==> src/rtl/cp0_irq_unit_if.sv <==
// Bus between the M-stage datapath and the coprocessor-0 / interrupt unit.
// The datapath side is the master; the cp0 unit is the slave.
interface cp0_irq_unit_if #(
  parameter int NUM_HWINT = 6
) ();
  logic [4:0]           A1;
  logic [31:0]          RD;
  logic [4:0]           A2;
  logic [31:0]          WD;
  logic                 WE;
  logic [31:0]          PC;
  logic                 BD;
  logic                 ExcValid;
  logic [4:0]           ExcCode;
  logic                 EXLClr;
  logic [NUM_HWINT-1:0] HWInt;
  logic                 Req;
  logic [31:0]          EPC;

  modport master (
    output A1, A2, WD, WE, PC, BD, ExcValid, ExcCode, EXLClr, HWInt,
    input  RD, Req, EPC
  );

  modport slave (
    input  A1, A2, WD, WE, PC, BD, ExcValid, ExcCode, EXLClr, HWInt,
    output RD, Req, EPC
  );
endinterface

==> src/rtl/cp0_irq_unit.sv <==
// Coprocessor-0 / interrupt controller for the pipelined MIPS core.
// Holds SR, Cause, EPC and PRId, raises Req for interrupts or synchronous
// exceptions of the M-stage instruction, and tracks handler state (EXL).
// Pending interrupts either follow the lines (level) or latch on rising
// edges until software clears them through a Cause write (edge).
module cp0_irq_unit #(
  parameter int          NUM_HWINT = 6,
  parameter bit          INT_LATCH = 1'b0,
  parameter logic [31:0] PRID      = 32'h2019_0701
) (
  input logic           Clk,
  input logic           Reset,
  cp0_irq_unit_if.slave bus
);

  localparam logic [4:0] REG_SR    = 5'd12;
  localparam logic [4:0] REG_CAUSE = 5'd13;
  localparam logic [4:0] REG_EPC   = 5'd14;
  localparam logic [4:0] REG_PRID  = 5'd15;

  typedef enum logic [0:0] {
    ST_NORMAL  = 1'b0,
    ST_HANDLER = 1'b1
  } state_t;

  state_t               state_r;
  state_t               state_nxt_s;
  logic                 ie_r;
  logic [NUM_HWINT-1:0] im_r;
  logic                 bd_r;
  logic [4:0]           exccode_r;
  logic [NUM_HWINT-1:0] ip_r;
  logic [31:0]          epc_r;

  logic                 exl_s;
  logic                 int_req_s;
  logic                 exc_req_s;
  logic                 req_s;
  logic                 sr_wr_s;
  logic                 epc_wr_s;
  logic [31:0]          epc_entry_s;
  logic [31:0]          sr_s;
  logic [31:0]          cause_s;
  logic [31:0]          rd_s;

  // Request generation and mtc0 qualification; any mtc0 in a Req cycle is dropped.
  always_comb begin
    exl_s     = (state_r == ST_HANDLER);
    int_req_s = ie_r & ~exl_s & (|(ip_r & im_r));
    exc_req_s = bus.ExcValid & ~exl_s;
    req_s     = int_req_s | exc_req_s;
    sr_wr_s   = bus.WE & (bus.A2 == REG_SR) & ~req_s;
    epc_wr_s  = bus.WE & (bus.A2 == REG_EPC) & ~req_s;
    if (bus.BD) begin
      epc_entry_s = (bus.PC - 32'd4) & 32'hFFFF_FFFC;
    end else begin
      epc_entry_s = bus.PC & 32'hFFFF_FFFC;
    end
  end

  // Next-state logic: entry beats eret, eret beats an mtc0 to SR.EXL.
  always_comb begin
    state_nxt_s = state_r;
    case (state_r)
      ST_NORMAL: begin
        if (req_s) begin
          state_nxt_s = ST_HANDLER;
        end else if (bus.EXLClr) begin
          state_nxt_s = ST_NORMAL;
        end else if (sr_wr_s && bus.WD[1]) begin
          state_nxt_s = ST_HANDLER;
        end else begin
          state_nxt_s = ST_NORMAL;
        end
      end
      ST_HANDLER: begin
        if (bus.EXLClr) begin
          state_nxt_s = ST_NORMAL;
        end else if (sr_wr_s && !bus.WD[1]) begin
          state_nxt_s = ST_NORMAL;
        end else begin
          state_nxt_s = ST_HANDLER;
        end
      end
      default: state_nxt_s = ST_NORMAL;
    endcase
  end

  // Handler state register (this is SR.EXL).
  always_ff @(posedge Clk) begin
    if (Reset) begin
      state_r <= ST_NORMAL;
    end else begin
      state_r <= state_nxt_s;
    end
  end

  // SR.IE/IM, Cause.BD/ExcCode and EPC: reset, then exception entry, then mtc0.
  always_ff @(posedge Clk) begin
    if (Reset) begin
      ie_r      <= 1'b0;
      im_r      <= {NUM_HWINT{1'b0}};
      bd_r      <= 1'b0;
      exccode_r <= 5'd0;
      epc_r     <= 32'h0000_0000;
    end else if (req_s) begin
      bd_r      <= bus.BD;
      exccode_r <= int_req_s ? 5'd0 : bus.ExcCode;
      epc_r     <= epc_entry_s;
    end else begin
      if (sr_wr_s) begin
        ie_r <= bus.WD[0];
        im_r <= bus.WD[10 +: NUM_HWINT];
      end
      if (epc_wr_s) begin
        epc_r <= {bus.WD[31:2], 2'b00};
      end
    end
  end

  generate
    if (INT_LATCH) begin : g_edge
      logic [NUM_HWINT-1:0] prev_r;
      logic [NUM_HWINT-1:0] clr_s;

      // Software clear mask: a zero written to a Cause.IP bit clears it.
      always_comb begin
        if (bus.WE && (bus.A2 == REG_CAUSE) && !req_s) begin
          clr_s = ~bus.WD[10 +: NUM_HWINT];
        end else begin
          clr_s = {NUM_HWINT{1'b0}};
        end
      end

      // Sticky pending bits; a new rising edge wins over a same-cycle clear.
      always_ff @(posedge Clk) begin
        if (Reset) begin
          prev_r <= {NUM_HWINT{1'b0}};
          ip_r   <= {NUM_HWINT{1'b0}};
        end else begin
          prev_r <= bus.HWInt;
          ip_r   <= (ip_r & ~clr_s) | (bus.HWInt & ~prev_r);
        end
      end
    end else begin : g_level
      // Pending bits follow the interrupt lines with one cycle of latency.
      always_ff @(posedge Clk) begin
        if (Reset) begin
          ip_r <= {NUM_HWINT{1'b0}};
        end else begin
          ip_r <= bus.HWInt;
        end
      end
    end
  endgenerate

  // Register images and the mfc0 read mux (no bypass of same-cycle writes).
  always_comb begin
    sr_s                     = 32'h0000_0000;
    sr_s[10 +: NUM_HWINT]    = im_r;
    sr_s[1]                  = exl_s;
    sr_s[0]                  = ie_r;
    cause_s                  = 32'h0000_0000;
    cause_s[31]              = bd_r;
    cause_s[10 +: NUM_HWINT] = ip_r;
    cause_s[6:2]             = exccode_r;
    case (bus.A1)
      REG_SR:    rd_s = sr_s;
      REG_CAUSE: rd_s = cause_s;
      REG_EPC:   rd_s = epc_r;
      REG_PRID:  rd_s = PRID;
      default:   rd_s = 32'h0000_0000;
    endcase
  end

  assign bus.RD  = rd_s;
  assign bus.Req = req_s;
  assign bus.EPC = epc_r;

endmodule

==> src/flat_wrapper.sv <==
// flat-port wrapper written by rule: the top's interface ports become plain ports
module cp0_irq_unit_flat 
#(
  parameter int          NUM_HWINT = 6,
  parameter bit          INT_LATCH = 1'b0,
  parameter logic [31:0] PRID      = 32'h2019_0701
)
  (Clk, Reset, bus_A1, bus_A2, bus_WD, bus_WE, bus_PC, bus_BD, bus_ExcValid, bus_ExcCode, bus_EXLClr, bus_HWInt, bus_RD, bus_Req, bus_EPC);
  cp0_irq_unit_if #(.NUM_HWINT(NUM_HWINT)) bus_i ();
  input logic Clk;
  input logic Reset;
  input wire logic [$bits(bus_i.A1)-1:0] bus_A1;
  input wire logic [$bits(bus_i.A2)-1:0] bus_A2;
  input wire logic [$bits(bus_i.WD)-1:0] bus_WD;
  input wire logic [$bits(bus_i.WE)-1:0] bus_WE;
  input wire logic [$bits(bus_i.PC)-1:0] bus_PC;
  input wire logic [$bits(bus_i.BD)-1:0] bus_BD;
  input wire logic [$bits(bus_i.ExcValid)-1:0] bus_ExcValid;
  input wire logic [$bits(bus_i.ExcCode)-1:0] bus_ExcCode;
  input wire logic [$bits(bus_i.EXLClr)-1:0] bus_EXLClr;
  input wire logic [$bits(bus_i.HWInt)-1:0] bus_HWInt;
  output wire logic [$bits(bus_i.RD)-1:0] bus_RD;
  output wire logic [$bits(bus_i.Req)-1:0] bus_Req;
  output wire logic [$bits(bus_i.EPC)-1:0] bus_EPC;
  assign bus_i.A1 = bus_A1;
  assign bus_i.A2 = bus_A2;
  assign bus_i.WD = bus_WD;
  assign bus_i.WE = bus_WE;
  assign bus_i.PC = bus_PC;
  assign bus_i.BD = bus_BD;
  assign bus_i.ExcValid = bus_ExcValid;
  assign bus_i.ExcCode = bus_ExcCode;
  assign bus_i.EXLClr = bus_EXLClr;
  assign bus_i.HWInt = bus_HWInt;
  assign bus_RD = bus_i.RD;
  assign bus_Req = bus_i.Req;
  assign bus_EPC = bus_i.EPC;
  cp0_irq_unit #(.NUM_HWINT(NUM_HWINT), .INT_LATCH(INT_LATCH), .PRID(PRID)) u_core (.Clk(Clk), .Reset(Reset), .bus(bus_i));
endmodule
==> config.mk <==
export PLATFORM = sky130hd
export DESIGN_NAME = cp0_irq_unit_flat
export DESIGN_NICKNAME = d
export VERILOG_FILES = /design/src/rtl/cp0_irq_unit_if.sv /design/src/rtl/cp0_irq_unit.sv /design/src/flat_wrapper.sv
export SDC_FILE = /design/constraint.sdc
export NUM_CORES = 1
export LEC_CHECK = 0
export CORE_UTILIZATION = 37
export CTS_BUF_LIST = sky130_fd_sc_hd__clkbuf_8
export DETAILED_ROUTE_END_ITERATION = 16
export GPL_ROUTABILITY_DRIVEN = 0
export PLACE_DENSITY = 0.78
export REMOVE_ABC_BUFFERS = 1
export SLEW_MARGIN = 10
export SYNTH_ARGS = -nofsm -noshare
export SYNTH_HDL_FRONTEND = slang
export SYNTH_SLANG_ARGS = --single-unit
==> constraint.sdc <==
create_clock -name Clk -period 1.9 [get_ports Clk]
set_clock_uncertainty 0.05 [all_clocks]
set_input_delay 0.38 -clock Clk [delete_from_list [all_inputs] [get_ports Clk]]
set_output_delay 0.38 -clock Clk [all_outputs]
set_load 0.005 [all_outputs]
; ---- Word level (Yosys, flattened, before mapping)
; Cells that the tools add are included.
[totals]
ff_bits = 52
latchBits = 0
ramBits = 0
rom_bits = 0
in_bits = 91
out_inout_bits = 65
word_cells = 42
memories = 0
[op_classes]
n_addsub = 1
n_mul = 0
n_div = 0
n_lt_le_gt_ge = 0
n_eq_ne = 6
shift = 0
mux = 11
n_bitwise = 11
n_reduce_logical = 6
[op_table]
columns = op, n
row1 = case mux 32 bit (4 select lines), 1
row2 = 2-to-1 mux 32 bit, 3
row3 = "subtractor 32 x 3 -> 32 bit, second input constant", 1
row4 = "== test 5 x 4 -> 1 bit, second input constant", 6
row5 = bitwise AND 1 bit, 7
row6 = bitwise AND 6 bit, 1
row7 = OR reduction 6 bit, 1
row8 = 2-to-1 mux 1 bit, 5
row9 = 2-to-1 mux 5 bit, 1
row10 = logical AND 1 bit, 2
row11 = inverter 1 bit, 2
row12 = case mux 1 bit (2 select lines), 1
row13 = AND reduction 2 bit, 1
row14 = nonzero test 2 bit, 1
row15 = zero test 1 bit, 1
row16 = bitwise OR 1 bit, 1

; ---- Logic depth before layout (Yosys ltp)
; Gate-level depths: netlist (run 1).
[logic_depth]
depth_word = 11
mapped_depth = 7

; ---- Least setup slack after synthesis (run 1)
; OpenSTA, ideal clock, no wires.
[synth_path]
path_type = in2reg
start = in bus_PC[28]
end = reg u_core.epc_r[30] (netlist: u_core.bus.EPC[30])
arrival_ns = 1.891
required_time_ns = 1.764
setup_slack_ns = -0.128
path_stages = 5
path_buffers = 0
cell_sequence = or4_4 or4_4 nor4_4 xnor2_1 a221oi_2
[synth_between]
elab_chain_len = 3
[synth_rtl]
columns = item, line_no
row1 = "start, declared", flat_wrapper.sv:16  ; input wire logic [$bits(bus_i.PC)-1:0] bus_PC;
row2 = subtractor 32 x 3 -> 32 bit, cp0_irq_unit.sv:55  ; epc_entry_s = (bus.PC - 32'd4) & 32'hFFFF_FFFC;
row3 = 2-to-1 mux 32 bit, cp0_irq_unit.sv:54  ; if (bus.BD) begin
row4 = 2-to-1 mux 32 bit, cp0_irq_unit.sv:106  ; end else if (req_s) begin
row5 = "end signal, assigned", cp0_irq_unit.sv:109  ; epc_r <= epc_entry_s;
row6 = "end signal, assigned", cp0_irq_unit.sv:116  ; epc_r <= {bus.WD[31:2], 2'b00};
row7 = "end, declared", cp0_irq_unit.sv:33  ; logic [31:0] epc_r;
; Every way passes these cells.
; A chain may end at the register's enable or synchronous reset.

; ---- Final worst setup path (run 1)
[layout_path]
start = in bus_A1[4]
end = out bus_RD[21]
[layout_between]
elab_chain_len = 2
word_cells_on_any_way = 5
[layout_rtl]
columns = item, line_no
row1 = "start, declared", flat_wrapper.sv:12  ; input wire logic [$bits(bus_i.A1)-1:0] bus_A1;
row2 = == test 5 x 4 -> 1 bit, cp0_irq_unit.sv:167  ; case (bus.A1)
row3 = case mux 32 bit (4 select lines) *, cp0_irq_unit.sv:167
row4 = "end, declared", flat_wrapper.sv:22  ; output wire logic [$bits(bus_i.RD)-1:0] bus_RD;
; Every way passes the cells marked *; elsewhere a longest branch is shown, timed or not.

==> flow_summary.yaml, run 1 <==
placed_design:
  port_buffers: 151
  dp.cells: 688
  hpwl_um: 8315
logic_synthesis:
  async_reset_ff_share_pct: 0
  synth_edf_count: 0
  synth_ff_type: "dfxtp_1"
  yosysUniqueCellTypes: 47
  syn_inst: 396
  yosysTopAreaCell: "dfxtp_1"
  postSynthAreaPerCell_um2: 7.750
  synth_top_area_share_pct: 32.61
  ys.warnings.count: 0
  synth_area_leaders: "dfxtp_1 33%, nand2_1 7.6%, nor2_1 6.1%, xnor2_1 6.0%, a21oi_1 5.4%"
  seq_area_frac_synth_pct: 32.61
  synth-seq-cells: 50
  synth_area_um2: 3069
layout:
  final_cell_mix: "83 x clkdlybuf4s50_1, 68 x buf_4, 60 x nand2_1"
  diodes: 0
  layout.nets: 710
  finalNonFillerCells: 721
  regArea_um2: 1003
  fillCellCount: 613
  areaGrowthSynthToFinish_pct: 86.71
  layout_commonest_cell: "clkdlybuf4s50_1"
  finalCoreUtilization_pct: 72.65
  multi_input_area_um2: 2245
  drive_gt1_share_pct: 31.02
floorplanning:
  fp.dieW_um: 93.08
  core-area_um2: 7888
  start_util_pct: 38.91
  die_y_um: 93.08
  ios: 156
  rows: 32
  fp.dieArea_um2: 8663
sta:
  fmaxAchievable_ghz: 0.5155
  slew_headroom_pct: 60.74
  post-route-period-util_pct: 102.1
  setup_viol: 5
  slew_viol_final: 0
  rsz0062_at_grt: "yes"
  hold_violations: 0
  worst_slew_pin_slew_ns: 0.5888
  setup_tns_ns: -0.1029
  timing.final.ws_setup_ns: -0.03992
  fin_crit_ns: 1.940
clocking:
  clock-root-buffer: "clkbuf_8"
  clkLatencyLatePin_ns: 0.30
  hold_buffers: 0
  cts_tree: "yes"
  path_clk_slew_ns: 0.10
  clockBufferDepth: 2
  cts.sinks: 50
  cts-htree-levels: 2
  numCtsBuffers: 5
route:
  drt_iter0_drc: 135
  via_per_inst: 5.393
  drtAntennaViolNets: 0
  met2_length_um: 6537
  wirelength_um: 12490
  vias: 3888
  wl_met3_um: 723
  wl_met1_um: 5051
  drc_errors: 0
  wl_per_cell_um: 17.33
  topRoutingLayerUsed: "met4"
  first_pass_iters: 4
worst_setup_path:
  end_kind: "output port"
  timing.critical_path.buf_inv: 6
  critPathSlowestCell: "nor2b_4"
  rrSetupSlack_ns: 0.15
  required_ns: 1.47
  critical-path-top-cell-by-count: "buf_6"
  path_delay_family: "buffers and inverters"
  max_stage_delay_ns: 0.18
  crit_path_cell_trace: "buf_6, nand3b_1, buf_6, nor2b_4, buf_6, buf_6, buf_6, and2_4, buf_6"
  worst_setup_path_start_kind: "input pin"
  worstSetupPathType: "in2out"
  critical_path_arrival_ns: 1.51
  cp_max_fo: 4
global_route:
  antenna_found_initial: 0
  grt_overflow: 0
  grt_pass1_wl_um: 18870
  grt_pass1_vias: 3968
  grt_use_total_pct: 27.77
  grt_max_degree: 32
pwr:
  power_density_nw_per_um2: 455.7
  ir_drop_uv: 341.6
  p_leak_nw: 2.404
  power_w: 0.002611
run_status:
  status: "complete, but fails checks"
  violations: "setup timing"
min_path:
  hold_class: "in2reg"
run:
  max_cap_violations: 0
[power by group]
group	leakage (nW)	switching (W)	internal, W	total, W
clock network	0.0441	0.000374	0.000260	0.000634
logic	1.95	0.000331	0.000462	0.000794
registers	0.414	0.0000637	0.00112	0.00118
[repair_timing]
action | in CTS | in global routing
gates cloned | 3 | 0
gates resized for setup | 174 | 71
endpoints found under the hold margin | 0 | 0
pin swaps | 29 | 23
buffers inserted | 17 | 5
endpoints found under the setup margin | 53 | 62
[layer usage]
layer | vias up | global-route usage (%)
li1 | 1853 | -
met1 | 1870 | 32.38
met2 | 146 | 51.84
met3 | 19 | 4.472
met4 | 0 | 7.949
met5 | - | 0
[flip-flops by register name, indices dropped and copies added, names as in the netlist]
name / count
u_core.bus.EPC: 30
u_core.im_r: 6
u_core.ip_r: 6
u_core.exccode_r: 5
u_core.bd_r: 1
u_core.exl_s: 1
u_core.ie_r: 1
[worst paths after layout]
| check | from | to | depth (start not counted) |
|---|---|---|---|
| hold reg to reg | u_core.bd_r | u_core.bd_r | 2 |
| setup reg to reg | u_core.ip_r[3] | u_core.bus.EPC[30] | 8 |
| setup / recovery | bus_A1[4] | bus_RD[21] | 9 |
| hold / removal | bus_PC[21] | u_core.bus.EPC[21] | 4 |
[layout make-up]
type	instances	area share (%)
clock buffers	5	1.201
clock inverters	3	0.3712
multi-input cells	313	39.17
well taps	102	2.227
inverters	6	0.3930
repair buffers	242	39.13
flip-flops and latches	50	17.51
[Yosys cell counts, types with 2 or more instances]
cell	count
o21ai_1	8
buf_4	3
nor3_1	7
a31o_1	3
a221oi_1	12
a21oi_1	33
nand3_1	2
nor4_1	6
xnor2_1	21
clkbuf_1	22
a311oi_1	10
nor2_1	50
dfxtp_1	50
or4_4	3
and2_1	12
and3_1	5
a22oi_1	14
nand3b_1	2
a221oi_2	3
inv_1	5
nor2b_1	13
nor4bb_1	2
buf_2	2
a211oi_1	3
nand2_1	62
nor4_2	5
mux2i_1	6
xor2_1	7
nand4_1	3
or3_1	5
[metrics by stage]
step / instance area [um2] / worst slack (ns) / hold slack (ns)
after CTS: 5513 / -0.05487 / 0.4030
final: 5731 / -0.03992 / 0.4116
after global placement: 5125 / -0.6048 / 0.3938
after detailed placement: 5125 / -0.6522 / 0.4065
after global routing: 5731 / -0.09000 / 0.4116
after floorplan: 2954 / -1.154 / 0.3807
[cells by family (layout without fill, tap and decap cells)]
| group | count (synthesis) | count (layout) | synth area share [%] |
|---|---|---|---|
| adders and majority gates | 1 | 1 | 0.4076 |
| DFF | 50 | 50 | 32.61 |
| xor gates and xnor gates | 28 | 28 | 7.990 |
| buffers and inverters | 34 | 256 | 4.606 |
| muxes | 6 | 6 | 1.957 |
| other | 1 | 2 | 0.1222 |
| and+or+nand+nor | 188 | 188 | 32.41 |
| AOI/OAI and AO/OA | 88 | 88 | 19.89 |
[worst min-delay path, delay by kind of cell]
family                    cells  cell delay (ns)
buffers and inverters         2             0.18
AOI/OAI and AO/OA             1             0.06
xor gates and xnor gates      1             0.11
(Power assumes the default switching activity.)
==> inputs of run 2 (changes only) <==
Settings changed: CELL_PAD_IN_SITES_DETAIL_PLACEMENT from default to 2, CELL_PAD_IN_SITES_GLOBAL_PLACEMENT from default to 2, CORE_UTILIZATION 37 to 19, PLACE_DENSITY 0.78 to default, PLACE_DENSITY_LB_ADDON from default to 0.1.
==> run 2 against run 1 <==
Net effect:
- the run ends with DRC, setup timing left
- sequential power is essentially flat
- total power grew 16%
- worst setup slack lost 0.042 ns
- utilization shrank 34 points
- fmax shrank 2.1%
- flip-flop and latch count is the same
- count of clock-buffer cells in the layout grew 1
- global-route usage shrank 8.2 points
- die area grew 92%
- critical path depth shrank 1
- sequential share of layout area shrank 1.2 points
- final area grew 8.1%
- largest power group unchanged
==> flow_summary.yaml, run 2 (synthesis gave the netlist of run 1 again) <==
run_status:
  status: "complete, but fails checks"
  violations: "DRC, setup timing"
layout:
  final_cell_mix: "86 x clkdlybuf4s50_1, 84 x buf_4, 60 x nand2_1"
  areaGrowthSynthToFinish_pct: 101.8
  fillCellCount: 1736
  largest_reg_flops: 30
  layout.nets: 730
  finalNonFillerCells: 858
  drive_gt1_share_pct: 38.18
  layout_commonest_cell: "clkdlybuf4s50_1"
clocking:
  clock-root-buffer: "clkbuf_8"
  cts_tree: "yes"
  clkLatencyLatePin_ns: 0.34
  numCtsBuffers: 5
  cts.sinks: 50
  hold_buffers: 0
  cts-htree-levels: 2
  path_clk_slew_ns: 0.10
  clockBufferDepth: 2
floorplanning:
  rows: 46
  fp.dieArea_um2: 16670
  ios: 156
  fp.dieW_um: 129.1
  die_y_um: 129.1
  start_util_pct: 19.39
  core-area_um2: 15830
route:
  drtAntennaViolNets: 0
  via_per_inst: 4.615
  drt_iter0_drc: 122
  wl_per_cell_um: 18.89
  vias: 3960
  wirelength_um: 16200
  drc_errors: 2
  first_pass_iters: 10
worst_setup_path:
  r2r-end: "u_core.im_r[0]"
  crit_path_cell_trace: "buf_6, nand3b_1, nor2b_4, buf_6, buf_6, buf_6, and2_4, buf_6"
  worst_setup_path_start_kind: "input pin"
  path_delay_family: "simple AND/OR/NAND/NOR gates"
  critical-path-top-cell-by-count: "buf_6"
  cp_max_fo: 3
  rrSetupSlack_ns: 0.04
  timing.critical_path.buf_inv: 5
  reg2reg_from: "u_core.ip_r[3]"
  critPathSlowestCell: "nand3b_1"
  worst-r2r-cell-count: 8
  critical_path_arrival_ns: 1.55
  end_kind: "output port"
  required_ns: 1.47
  worstSetupPathType: "in2out"
  max_stage_delay_ns: 0.26
run:
  max_cap_violations: 0
placed_design:
  dp.cells: 816
  port_buffers: 151
  hpwl_um: 11240
sta:
  setup_viol: 10
  holdWs_ns: 0.4172
  rsz0062_at_grt: "yes"
  fmaxAchievable_ghz: 0.5046
  post-route-period-util_pct: 104.3
  timing.final.ws_setup_ns: -0.08174
  hold_violations: 0
  fin_crit_ns: 1.982
  setup_tns_ns: -0.3982
  slew_viol_final: 0
min_path:
  hp-start: "u_core.bd_r"
  holdPathStages: 2
  holdPathEnd: "u_core.bd_r"
  hold_class: "reg2reg"
pwr:
  power_density_nw_per_um2: 490.2
  ir_drop_uv: 279.5
  p_leak_nw: 2.502
  power_w: 0.003036
global_route:
  grt_overflow: 0
  antenna_found_initial: 5
  grt_max_degree: 51
  grt_pass1_vias: 4328
  grt_use_total_pct: 19.61
  grt_pass1_wl_um: 24440
run 2: changes by cell type in the layout (fill, tap and decap cells not counted), moves of 4 or more:
cell / previous run / this run
buf_2: 12 / 17
buf_4: 68 / 84
buf_6: 25 / 33
dfxtp_1: 48 / 44
dfxtp_2: 2 / 6
dlygate4sd2_1: 24 / 10
nor2_1: 43 / 39
nor2_4: 1 / 6
run 2: how the worst max path moves through the flow:
stage,from,to,cells after the start
finish,bus_A1[4],bus_RD[22],8
global route,bus_A1[4],bus_RD[22],8
CTS,bus_PC[20],u_core.bus.EPC[30],7
detailed placement,bus_A1[1],bus_RD[27],6
global placement,bus_A1[1],bus_RD[26],6
floorplan,u_core.ip_r[3],u_core.ie_r,7
run 2: per-layer routing:
metal / share of wire (%) / wire length [um] / global-route usage (%)
met2: 52 / 8472 / 36.98
met5: 0.12 / 19 / 0
met1: 41 / 6608 / 22.17
met4: 0.89 / 144 / 4.152
met3: 5.9 / 959 / 4.831
run 2: repair_timing:
| action | in CTS | in global routing |
|---|---|---|
| resized for setup | 248 | 59 |
| pin swaps | 38 | 26 |
| setup buffers | 22 | 10 |
| gates cloned | 2 | 0 |
| setup endpoints to repair | 71 | 68 |
run 2: metrics by stage:
stage                     area [um2]  utilization [%]  setup slack [ns]
after floorplan                 2954                -            -1.154
after global placement          5398            34.10           -0.7474
after detailed placement        5398            34.10           -0.8287
after CTS                       5943            37.55           -0.1084
after global routing            6188            39.10           -0.1400
final                           6193            39.13          -0.08174
run 2: final cells by class:
class	instances	area (um2)	share of cell area [%]
Sequential cell	50	1008	16.28
Tap cell	216	270.3	4.364
Timing Repair Buffer	262	2436	39.33
Multi-Input combinational cell	313	2303	37.19
Inverter	6	25.02	0.4040
Antenna cell	3	7.507	0.1212
Clock buffer	6	82.58	1.333
Clock inverter	2	60.06	0.9697
run 2: worst min-delay path: stages, from the launching register on:
cell     delay (ns)
dfxtp_1        0.33
nand2_1        0.05
a21oi_1        0.05
run 2: power breakdown:
| part | switching, W | internal [W] | leakage, nW | total [W] |
|---|---|---|---|---|
| combinational | 0.000360 | 0.000485 | 2.02 | 0.000844 |
| sequential | 0.0000649 | 0.00112 | 0.416 | 0.00118 |
| clock | 0.000444 | 0.000563 | 0.0714 | 0.00101 |
| total | 0.000869 | 0.00217 | 2.50 | 0.00304 |
